File: src/rtl/yuv420_unpack.sv
// Unpacks a packed 32-bit raw / YUV444 / YUV420 word stream into one Y/U/V pixel per cycle,
// regenerating row and frame framing from the sampled geometry; outputs are registered.
module yuv420_unpack #(
  parameter int MAX_COLS    = 1288,
  parameter int MAX_ROWS    = 1024,
  parameter int DTYPE_WIDTH = 4
) (
  input  logic                   clk,
  input  logic                   reset,
  input  logic [15:0]            image_type,
  input  logic                   enable,
  input  logic [15:0]            num_cols,
  input  logic [15:0]            num_rows,
  input  logic                   dvi,
  output logic                   rdyo,
  input  logic [DTYPE_WIDTH-1:0] dtypei,
  input  logic [31:0]            datai,
  output logic                   dvo,
  output logic [DTYPE_WIDTH-1:0] dtypeo,
  output logic [15:0]            meta_datao,
  output logic [7:0]             yo,
  output logic [7:0]             uo,
  output logic [7:0]             vo,
  output logic                   uv_new,
  output logic                   frame_err
);

  localparam int CW = $clog2(MAX_COLS);
  localparam int RW = $clog2(MAX_ROWS);

  localparam logic [DTYPE_WIDTH-1:0] DT_FRAME_START  = DTYPE_WIDTH'(1);
  localparam logic [DTYPE_WIDTH-1:0] DT_FRAME_END    = DTYPE_WIDTH'(2);
  localparam logic [DTYPE_WIDTH-1:0] DT_ROW_START    = DTYPE_WIDTH'(3);
  localparam logic [DTYPE_WIDTH-1:0] DT_ROW_END      = DTYPE_WIDTH'(4);
  localparam logic [DTYPE_WIDTH-1:0] DT_PIXEL        = DTYPE_WIDTH'(5);
  localparam logic [DTYPE_WIDTH-1:0] DT_HEADER_START = DTYPE_WIDTH'(6);
  localparam logic [DTYPE_WIDTH-1:0] DT_HEADER       = DTYPE_WIDTH'(7);

  typedef enum logic [2:0] {
    S_IDLE, S_HDR, S_HDR2, S_ROW_S, S_PIX, S_ROW_E, S_WAIT_END, S_FE_OUT
  } state_t;

  state_t          state_q;
  logic [7:0]      buf_q [8];
  logic [2:0]      rd_ptr_q, rd_ptr_d, wr_base;
  logic [3:0]      fill_q, fill_d, need, consumed;
  logic [CW-1:0]   col_q, last_col_q;
  logic [RW-1:0]   row_q, last_row_q;
  logic            raw_q, yuv420_q;
  logic [15:0]     hi_q;
  logic            in_frame, take, accept, fs_acc, fe_acc, append, flush;

  always_comb begin
    in_frame = (state_q == S_ROW_S) || (state_q == S_PIX) || (state_q == S_ROW_E);
    if (raw_q)                       need = 4'd1;
    else if (!yuv420_q)              need = 4'd3;
    else if (row_q[0] && col_q[0])   need = 4'd3;
    else                             need = 4'd1;
    take     = (state_q == S_PIX) && (fill_q >= need);
    consumed = take ? need : 4'd0;
    case (state_q)
      S_IDLE, S_HDR, S_WAIT_END: rdyo = 1'b1;
      S_ROW_S, S_PIX, S_ROW_E:   rdyo = ((fill_q - consumed) <= 4'd4);
      default:                   rdyo = 1'b0;
    endcase
    accept   = dvi && rdyo;
    fs_acc   = accept && (dtypei == DT_FRAME_START);
    fe_acc   = accept && (dtypei == DT_FRAME_END);
    append   = accept && (dtypei == DT_PIXEL) && in_frame;
    flush    = fs_acc || fe_acc;
    wr_base  = rd_ptr_q + fill_q[2:0];
    fill_d   = flush ? 4'd0 : (fill_q - consumed + (append ? 4'd4 : 4'd0));
    rd_ptr_d = flush ? 3'd0 : (rd_ptr_q + consumed[2:0]);
  end

  always_ff @(posedge clk) begin
    if (reset) begin
      state_q    <= S_IDLE;
      fill_q     <= 4'd0;
      rd_ptr_q   <= 3'd0;
      for (int k = 0; k < 8; k++) buf_q[k] <= 8'h00;
      col_q      <= '0;
      row_q      <= '0;
      last_col_q <= '0;
      last_row_q <= '0;
      raw_q      <= 1'b0;
      yuv420_q   <= 1'b0;
      hi_q       <= 16'h0;
      dvo        <= 1'b0;
      dtypeo     <= '0;
      meta_datao <= 16'h0;
      yo         <= 8'h00;
      uo         <= 8'h80;
      vo         <= 8'h80;
      uv_new     <= 1'b0;
      frame_err  <= 1'b0;
    end else begin
      fill_q   <= fill_d;
      rd_ptr_q <= rd_ptr_d;
      if (append) begin
        for (int k = 0; k < 4; k++) buf_q[wr_base + 3'(k)] <= datai[8*k +: 8];
      end
      dvo    <= 1'b0;
      uv_new <= 1'b0;
      if (fs_acc) begin
        // A start outside IDLE/HDR abandons the frame in progress.
        dvo        <= 1'b1;
        dtypeo     <= DT_FRAME_START;
        frame_err  <= !((state_q == S_IDLE) || (state_q == S_HDR));
        raw_q      <= (image_type == 16'h0);
        yuv420_q   <= enable;
        last_col_q <= CW'(num_cols - 16'd1);
        last_row_q <= RW'(num_rows - 16'd1);
        col_q      <= '0;
        row_q      <= '0;
        uo         <= 8'h80;
        vo         <= 8'h80;
        state_q    <= S_ROW_S;
      end else begin
        case (state_q)
          S_IDLE, S_HDR: begin
            if (accept && dtypei == DT_HEADER_START) begin
              dvo     <= 1'b1;
              dtypeo  <= DT_HEADER_START;
              state_q <= S_HDR;
            end else if (accept && dtypei == DT_HEADER && state_q == S_HDR) begin
              dvo        <= 1'b1;
              dtypeo     <= DT_HEADER;
              meta_datao <= datai[15:0];
              hi_q       <= datai[31:16];
              state_q    <= S_HDR2;
            end
          end
          S_HDR2: begin
            dvo        <= 1'b1;
            dtypeo     <= DT_HEADER;
            meta_datao <= hi_q;
            state_q    <= S_HDR;
          end
          S_ROW_S: begin
            dvo <= 1'b1;
            if (fe_acc) begin
              frame_err <= 1'b1;
              dtypeo    <= DT_FRAME_END;
              state_q   <= S_IDLE;
            end else begin
              dtypeo  <= DT_ROW_START;
              state_q <= S_PIX;
            end
          end
          S_PIX: begin
            if (fe_acc) begin
              frame_err <= 1'b1;
              dvo       <= 1'b1;
              dtypeo    <= DT_ROW_END;
              state_q   <= S_FE_OUT;
            end else if (take) begin
              dvo    <= 1'b1;
              dtypeo <= DT_PIXEL;
              yo     <= buf_q[rd_ptr_q];
              if (need == 4'd3) begin
                uo     <= buf_q[rd_ptr_q + 3'd1];
                vo     <= buf_q[rd_ptr_q + 3'd2];
                uv_new <= 1'b1;
              end
              if (col_q == last_col_q) begin
                col_q   <= '0;
                state_q <= S_ROW_E;
              end else begin
                col_q <= col_q + 1'b1;
              end
            end
          end
          S_ROW_E: begin
            dvo    <= 1'b1;
            dtypeo <= DT_ROW_END;
            if (fe_acc) begin
              frame_err <= 1'b1;
              state_q   <= S_FE_OUT;
            end else if (row_q == last_row_q) begin
              state_q <= S_WAIT_END;
            end else begin
              row_q   <= row_q + 1'b1;
              state_q <= S_ROW_S;
            end
          end
          S_WAIT_END: begin
            if (fe_acc) begin
              dvo     <= 1'b1;
              dtypeo  <= DT_FRAME_END;
              state_q <= S_IDLE;
            end
          end
          S_FE_OUT: begin
            dvo     <= 1'b1;
            dtypeo  <= DT_FRAME_END;
            state_q <= S_IDLE;
          end
          default: state_q <= S_IDLE;
        endcase
      end
    end
  end

endmodule

File: config.mk
export PLATFORM = sky130hd
export DESIGN_NAME = yuv420_unpack
export DESIGN_NICKNAME = d
export VERILOG_FILES = /design/src/rtl/yuv420_unpack.sv
export SDC_FILE = /design/constraint.sdc
export NUM_CORES = 1
export LEC_CHECK = 0
export CAP_MARGIN = 0
export CORE_MARGIN = 10
export CORE_UTILIZATION = 54
export CTS_CLUSTER_DIAMETER = 60
export DETAILED_ROUTE_END_ITERATION = 6
export GPL_TIMING_DRIVEN = 0
export MAX_ROUTING_LAYER = met4
export PLACE_DENSITY = 0.78
export SYNTH_ARGS = -nofsm -noshare
export SYNTH_HDL_FRONTEND = slang
export SYNTH_SLANG_ARGS = --single-unit
File: constraint.sdc
create_clock -name clk -period 13.6 [get_ports clk]
set_clock_uncertainty 0.1 [all_clocks]
set_input_delay 3.4 -clock clk [delete_from_list [all_inputs] [get_ports clk]]
set_output_delay 3.4 -clock clk [all_outputs]
set_load 0.01 [all_outputs]
==> impl_metrics.csv, run 1 <==
group,metric,value,unit
grt,grtUsageTotal,0.3191,
power,peakVddDrop,0.09097,mV
power,p_per_area,110.5,nW/µm²
power,p_clk_frac,0.356,
synthesis,ys_top_cells_by_area,"dfxtp_1, edfxtp_1, nor2_1",
route,wl_per_cell,26.02,µm
synthesis,synthArstFlopShare,0,
place,dp_hpwl,32380,µm
critical_path,crit_chain,"nand2_1 -> a21o_1 -> ha_1 -> a2111oi_0 -> or3_1 -> inv_1 -> nand2b_1 -> inv_1 -> fa_1 -> nand2_1 -> a22o_1 -> o31ai_4 -> clkdlybuf4s50_1",
synthesis,synth-compound-area-share,0.1973,
die,coreArea,20230,µm²
sta,setup_tns,0,ps
power,swShare,0.3220,
die,die_w,163.2,µm
final_layout,fin_cells,1632,
place,dpl.cell_count,1599,
clock_network,cts_setup_buffers,0,
min_path,min_from,"yo[4]",
synthesis,yosysSeqAreaShare,0.3834,
route,drtPass1Iterations,6,
outcome,status,"finished clean",
synthesis,synth.largest_area_cell,"dfxtp_1",
route,drt_iter0_markers,1416,
final_layout,multi_input_area,6302,µm²
power,comb_power_share,0.215,
min_path,min_to,"yo[4]",
min_path,min_path_type,"reg2reg",
place,portBuffers,107,
sta,grt_setup_unrepaired,"false",
clock_network,clkLatencyLatePin,430,ps
power,power.switching,0.4669,mW
place,place.gp.congestion,1.083,
clock_network,clock_path_buffers,2,
route,drc_errors,0,
die,ios,136,
critical_path,worstPathRequired,10100,ps
synthesis,synth_top_area_share,0.2098,
route,ant_nets,0,
sta,setup_viol,0,
grt,antenna_found_initial,0,
min_path,min_path_cells,2,
grt,overflow,0,
sta,final_max_slew_viol_count,0,
synthesis,synth_top_family_by_area,"compound AO/OA/AOI/OAI gates",
flow_run,maxCapViolations,0,
die,die_y,163.2,µm
grt,grt_pass1_vias,10150,
synthesis,syn-instance-count,1222,
synthesis,synthXorXnorAreaFrac,0.05459,
route,wirelength,42460,µm
critical_path,slowest_stage,"clkdlybuf4s50_1",
critical_path,critical_path_class,"reg2out",
critical_path,slowest_delay,630,ps
synthesis,syn_nets,1327,
critical_path,r2r_start,"col_q[0]",
power,intPower,0.9832,mW
power,seqPwrFrac,0.428,
clock_network,ctsHoldBuffers,0,
final_layout,nets,1453,
synthesis,avgSynthCellArea,9.059,µm²
die,placementRows,52,
critical_path,reg2reg_slack,7650,ps
sta,relSlewSlack,0.1226,
synthesis,synthMuxAreaShare,0.1142,
sta,fin_crit,8283,ps
die,dieArea,26630,µm²
route,vias_per_cell,6.581,
clock_network,root_buffer,"clkbuf_16",
sta,worst_pin_slew,1302,ps
synthesis,synth_warnings,0,
final_layout,n_fill_cell,1638,
critical_path,cp.arrival,4780,ps
synthesis,yosysMostFrequentCell,"nor2_1",
final_layout,syn_to_final_growth,18.49,%
clock_network,cts_tree,"done",
synthesis,synth_enable_flop_cells,64,
final_layout,ff_latch_area,4244,µm²
clock_network,clkTransAtPathRegs,80,ps
grt,grt_max_degree,23,
critical_path,cp-end-kind,"output port",
synthesis,yosys.area_share.adder,0.02125,
final_layout,drive_above_1_share,0.09184,
power,power.leakage,4.401,nW
sta,hold_viol_final,0,
critical_path,worst_r2r_path_depth,17,
synthesis,yosys_register_bits,180,
critical_path,start_kind,"flip-flop",
clock_network,cts_num_sinks,180,
synthesis,synthTopCellsByCount,"nor2_1, dfxtp_1, nand2_1",
die,floorplan.initialDensity,0.5471,
clock_network,ctsResizeCount,0,
sta,fmax,0.1207,GHz
critical_path,path_max_fanout,7,
critical_path,rr_endpoint,"buf_q[5][2]",
route,route.vias.total,10740,
synthesis,synthesis.area,11070,µm²
grt,grt_pass1_wl,63460,µm
clock_network,cts_made_buffers,17,
synthesis,synth-simple-area-share,0.1816,
sta,fin_crit_sh,0.6090,
clock_network,ctsHtreeMaxLevel,4,
synthesis,synth_flop_cell,"dfxtp_1",
synthesis,ys_types,78,
[cell usage in the layout, fill, tap and decap left out, drive strengths merged, types with 7 or more instances in the layout]
cell | Yosys | final
o22ai | 22 | 22
a31oi | 11 | 11
nor2 | 175 | 175
inv | 16 | 21
a21oi | 60 | 60
and3 | 7 | 7
ha | 14 | 14
clkdlybuf4s50 | 0 | 107
clkinv | 1 | 11
nand2b | 12 | 12
nand3 | 35 | 35
o31ai | 29 | 29
a21o | 8 | 8
mux2 | 10 | 10
o21ai | 34 | 34
a211oi | 72 | 72
nand2 | 107 | 107
buf | 36 | 36
xor2 | 39 | 39
o221a | 7 | 7
dfxtp | 116 | 116
nand4 | 10 | 10
edfxtp | 64 | 64
a32oi | 15 | 15
mux2i | 61 | 61
mux4 | 24 | 24
nor3 | 39 | 39
clkbuf | 67 | 84
nor4 | 14 | 14
o311ai | 10 | 10
xnor2 | 25 | 25
or3 | 12 | 12
[logic make-up (layout without fill, tap and decap cells)]
| family | after synthesis | after routing |
|---|---|---|
| AOI/OAI and AO/OA | 307 | 307 |
| xor gates and xnor gates | 65 | 65 |
| adders and majority gates | 17 | 17 |
| buffers and inverters | 120 | 259 |
| DFF | 180 | 180 |
| muxes | 95 | 95 |
| other | 1 | 2 |
| and+or+nand+nor | 437 | 437 |
[power by group through the flow]
stage	Clock [mW]	Sequential [mW]	Combinational, mW
2_1_floorplan	0	0.637	0.157
3_3_place_gp	0	0.631	0.302
3_5_place_dp	0	0.632	0.305
4_1_cts	0.516	0.621	0.308
5_1_grt	0.535	0.625	0.332
6_report	0.516	0.621	0.312
[flip-flops by register name, indices dropped and copies added, names as in the netlist, 3 cells and up]
signal / count
last_row_q: 10
dtypeo: 3
meta_datao: 16
rd_ptr_q: 3
col_q: 11
state_q: 3
buf_q: 64
row_q: 10
hi_q: 16
uo: 8
fill_q: 4
yo: 8
last_col_q: 11
vo: 8
[cell type report]
cell class | instances | share of cell area
antenna | 1 | 0.0001908
buffer | 103 | 0.03510
clock buffer | 17 | 0.03243
clock inverter | 15 | 0.01602
inverter | 17 | 0.004865
multi-input combinational | 922 | 0.4804
sequential | 180 | 0.3235
tap | 270 | 0.02575
timing repair buffer | 107 | 0.08165
[through the flow]
step | hold WS, ps | power (mW) | cell area [µm²] | worst slack, ps | utilization
2_1_floorplan | 360.1 | 0.7949 | 11070 | 7105 | -
6_report | 400.4 | 1.450 | 13120 | 5317 | 0.6483
5_1_grt | 421.4 | 1.493 | 13120 | 5099 | 0.6482
3_5_place_dp | 372.9 | 0.9377 | 12480 | 5876 | 0.6167
3_3_place_gp | 370.3 | 0.9332 | 12480 | 5861 | 0.6167
4_1_cts | 399.6 | 1.445 | 13120 | 5369 | 0.6482
[worst max path at each step]
stage / slack, ps / start / to / cells after the start
after floorplan: 7110 / col_q[0] / rdyo / 12
after global routing: 5100 / col_q[0] / rdyo / 13
after global placement: 5860 / col_q[0] / rdyo / 13
after CTS: 5370 / col_q[0] / rdyo / 13
final: 5320 / col_q[0] / rdyo / 13
after detailed placement: 5880 / col_q[0] / rdyo / 13
[worst max-delay path: cells and delay by family, from the launching register on]
kind / cells / cell delay, ps
compound gates: 4 / 1330
buf+inv: 3 / 870
fa+ha+maj: 2 / 830
simple gates: 4 / 820
flops: 1 / 500
[metal layers]
| metal | vias up | track usage | share of wire |
|---|---|---|---|
| met3 | 111 | 0.04807 | 0.093 |
| li1 | 4797 | - | - |
| met1 | 5139 | 0.4144 | 0.41 |
| met4 | 0 | 0.1480 | 0.048 |
| met5 | - | - | 0 |
| met2 | 694 | 0.4822 | 0.45 |
Power figures use the tool's default switching activity.
==> inputs of run 2 (changes only) <==
CORE_UTILIZATION = 51   (was 54)
PLACE_DENSITY = 0.77   (was 0.78)
clock period = 7.2 ns   (was 13.6 ns; I/O delays follow)
==> run 2 against run 1 <==
Cell count rose by 0.37%. Sequential cell count did not move. Critical path depth is the same. First-iteration DRC count down 1.6%. Final area is 0.16% lower. Largest power group unchanged. Worst setup slack lost 4800 ps.
==> impl_metrics.csv, run 2 (synthesis results as in run 1) <==
group,metric,value,unit
min_path,min_path_cells,2,
place,portBuffers,107,
clock_network,clkLatencyLatePin,430,ps
outcome,status,"finished clean",
grt,grt_pass1_vias,10190,
clock_network,ctsHoldBuffers,0,
power,power,2.713,mW
critical_path,critPathLaunch,"col_q[0]",
grt,grtUsageTotal,0.2922,
final_layout,nets,1454,
sta,fin_crit_sh,0.9241,
die,die_y,167.3,µm
power,comb_power_share,0.215,
clock_network,root_buffer,"clkbuf_16",
critical_path,r2r_start,"col_q[0]",
route,wl_per_cell,25.50,µm
flow_run,maxCapViolations,0,
power,intPower,1.896,mW
final_layout,reg_top3,"buf_q x64, hi_q x16, meta_datao x16",
min_path,min_to,"hi_q[0]",
grt,antenna_found_initial,0,
sta,relSlewSlack,0.1835,
power,peakVddDrop,0.1692,mV
final_layout,top_register,"buf_q",
die,coreArea,21220,µm²
final_layout,drive_above_1_share,0.09178,
power,power.leakage,4.400,nW
die,die_w,167.3,µm
critical_path,slowest_delay,620,ps
critical_path,crit_path_frequent_cell,"inv_1",
critical_path,worst_r2r_path_depth,16,
place,dp_hpwl,32210,µm
critical_path,start_kind,"flip-flop",
power,power.switching,0.8170,mW
sta,worst_pin_slew,1219,ps
critical_path,reg2reg_slack,1260,ps
sta,setup_tns,0,ps
route,wirelength,41760,µm
die,dieArea,28000,µm²
sta,final_max_slew_viol_count,0,
final_layout,multi_input_area,6302,µm²
power,seqPwrFrac,0.432,
power,swShare,0.3011,
route,route.vias.total,10550,
sta,fin_crit,6653,ps
min_path,min_path_type,"reg2reg",
sta,fmax,0.1503,GHz
clock_network,cts_tree,"done",
clock_network,cts_setup_buffers,0,
critical_path,crit_chain,"nand2_1 -> a21o_1 -> ha_1 -> a2111oi_0 -> or3_1 -> inv_1 -> nand2b_1 -> inv_1 -> fa_1 -> xor2_1 -> a22o_1 -> o31ai_4 -> clkdlybuf4s50_1",
route,vias_per_cell,6.441,
sta,timing.hold.ws,397.2,ps
route,drc_errors,0,
final_layout,ff_latch_area,4244,µm²
clock_network,ctsResizeCount,0,
route,drt_iter0_markers,1394,
critical_path,critical_path_class,"reg2out",
critical_path,rr_endpoint,"buf_q[4][5]",
critical_path,cp-end-kind,"output port",
final_layout,n_fill_cell,1861,
final_layout,syn_to_final_growth,18.30,%
route,ant_nets,0,
power,p_per_area,207.2,nW/µm²
clock_network,cts_num_sinks,180,
critical_path,cp.arrival,4750,ps
critical_path,slowest_stage,"clkdlybuf4s50_1",
clock_network,clkTransAtPathRegs,70,ps
min_path,min_from,"hi_q[0]",
clock_network,clock_path_buffers,2,
die,placementRows,53,
critical_path,worstPathRequired,5300,ps
route,drtPass1Iterations,5,
grt,overflow,0,
final_layout,largest_reg_flops,64,
grt,grt_pass1_wl,62580,µm
clock_network,ctsHtreeMaxLevel,4,
sta,hold_viol_final,0,
clock_network,cts_made_buffers,17,
place,place.gp.congestion,1.049,
die,ios,136,
critical_path,path_max_fanout,7,
sta,grt_setup_unrepaired,"false",
grt,grt_max_degree,18,
die,floorplan.initialDensity,0.5217,
final_layout,layout_common_cells,"nor2_1, dfxtp_1, clkdlybuf4s50_1",
final_layout,final_common_cell,"nor2_1",
power,p_clk_frac,0.353,
sta,setup_viol,0,
-- run 2: final cells by class --
type | instances | share of cell area
diodes | 1 | 0.0001911
plain buffers | 103 | 0.03516
clock buffers | 21 | 0.03592
clock inverters | 11 | 0.009936
inverters | 17 | 0.004872
multi-input cells | 922 | 0.4812
flip-flops and latches | 180 | 0.3241
well taps | 275 | 0.02627
repair buffers | 108 | 0.08235
-- run 2: worst max-delay path: cells and delay by family, from the launching register on --
family	cells	cell delay, ps
XOR/XNOR	1	190
adder cells (fa/ha/maj)	2	700
buffers and inverters	3	880
AND/OR/NAND/NOR	3	730
flip-flops	1	480
AO/OA/AOI/OAI	4	1350
-- run 2: worst max-delay path by stage --
stage                       to  slack, ps  cells after the start
final                     rdyo        550                     13
after global routing      rdyo        280                     13
after CTS                 rdyo        530                     13
after detailed placement  rdyo       1010                     13
after global placement    rdyo        990                     13
after floorplan           rdyo       2310                     12
-- run 2: power by group through the flow --
stage                     Combinational [mW]  Sequential [mW]  Clock (mW)
after floorplan                        0.297             1.20           0
after global placement                 0.573             1.19           0
after detailed placement               0.576             1.19           0
after CTS                              0.578             1.17       0.963
after global routing                   0.621             1.18        1.00
final                                  0.583             1.17       0.958
-- run 2: stage by stage --
step,utilization,instances,setup WS (ps),instance area [µm²]
global route,0.6170,1637,281.4,13090
floorplan,-,1222,2305,11070
detailed placement,0.5887,1605,1006,12490
CTS,0.6170,1637,529.1,13090
global placement,0.5884,1604,986.3,12490
finish,0.6172,1638,546.8,13100
-- run 2: per-layer routing --
| metal | up-vias | part of all wire | track usage |
|---|---|---|---|
| met5 | - | 0 | - |
| met4 | 0 | 0.039 | 0.1181 |
| met3 | 110 | 0.096 | 0.06110 |
| met2 | 603 | 0.46 | 0.4488 |
| met1 | 5053 | 0.41 | 0.3696 |
| li1 | 4785 | - | - |
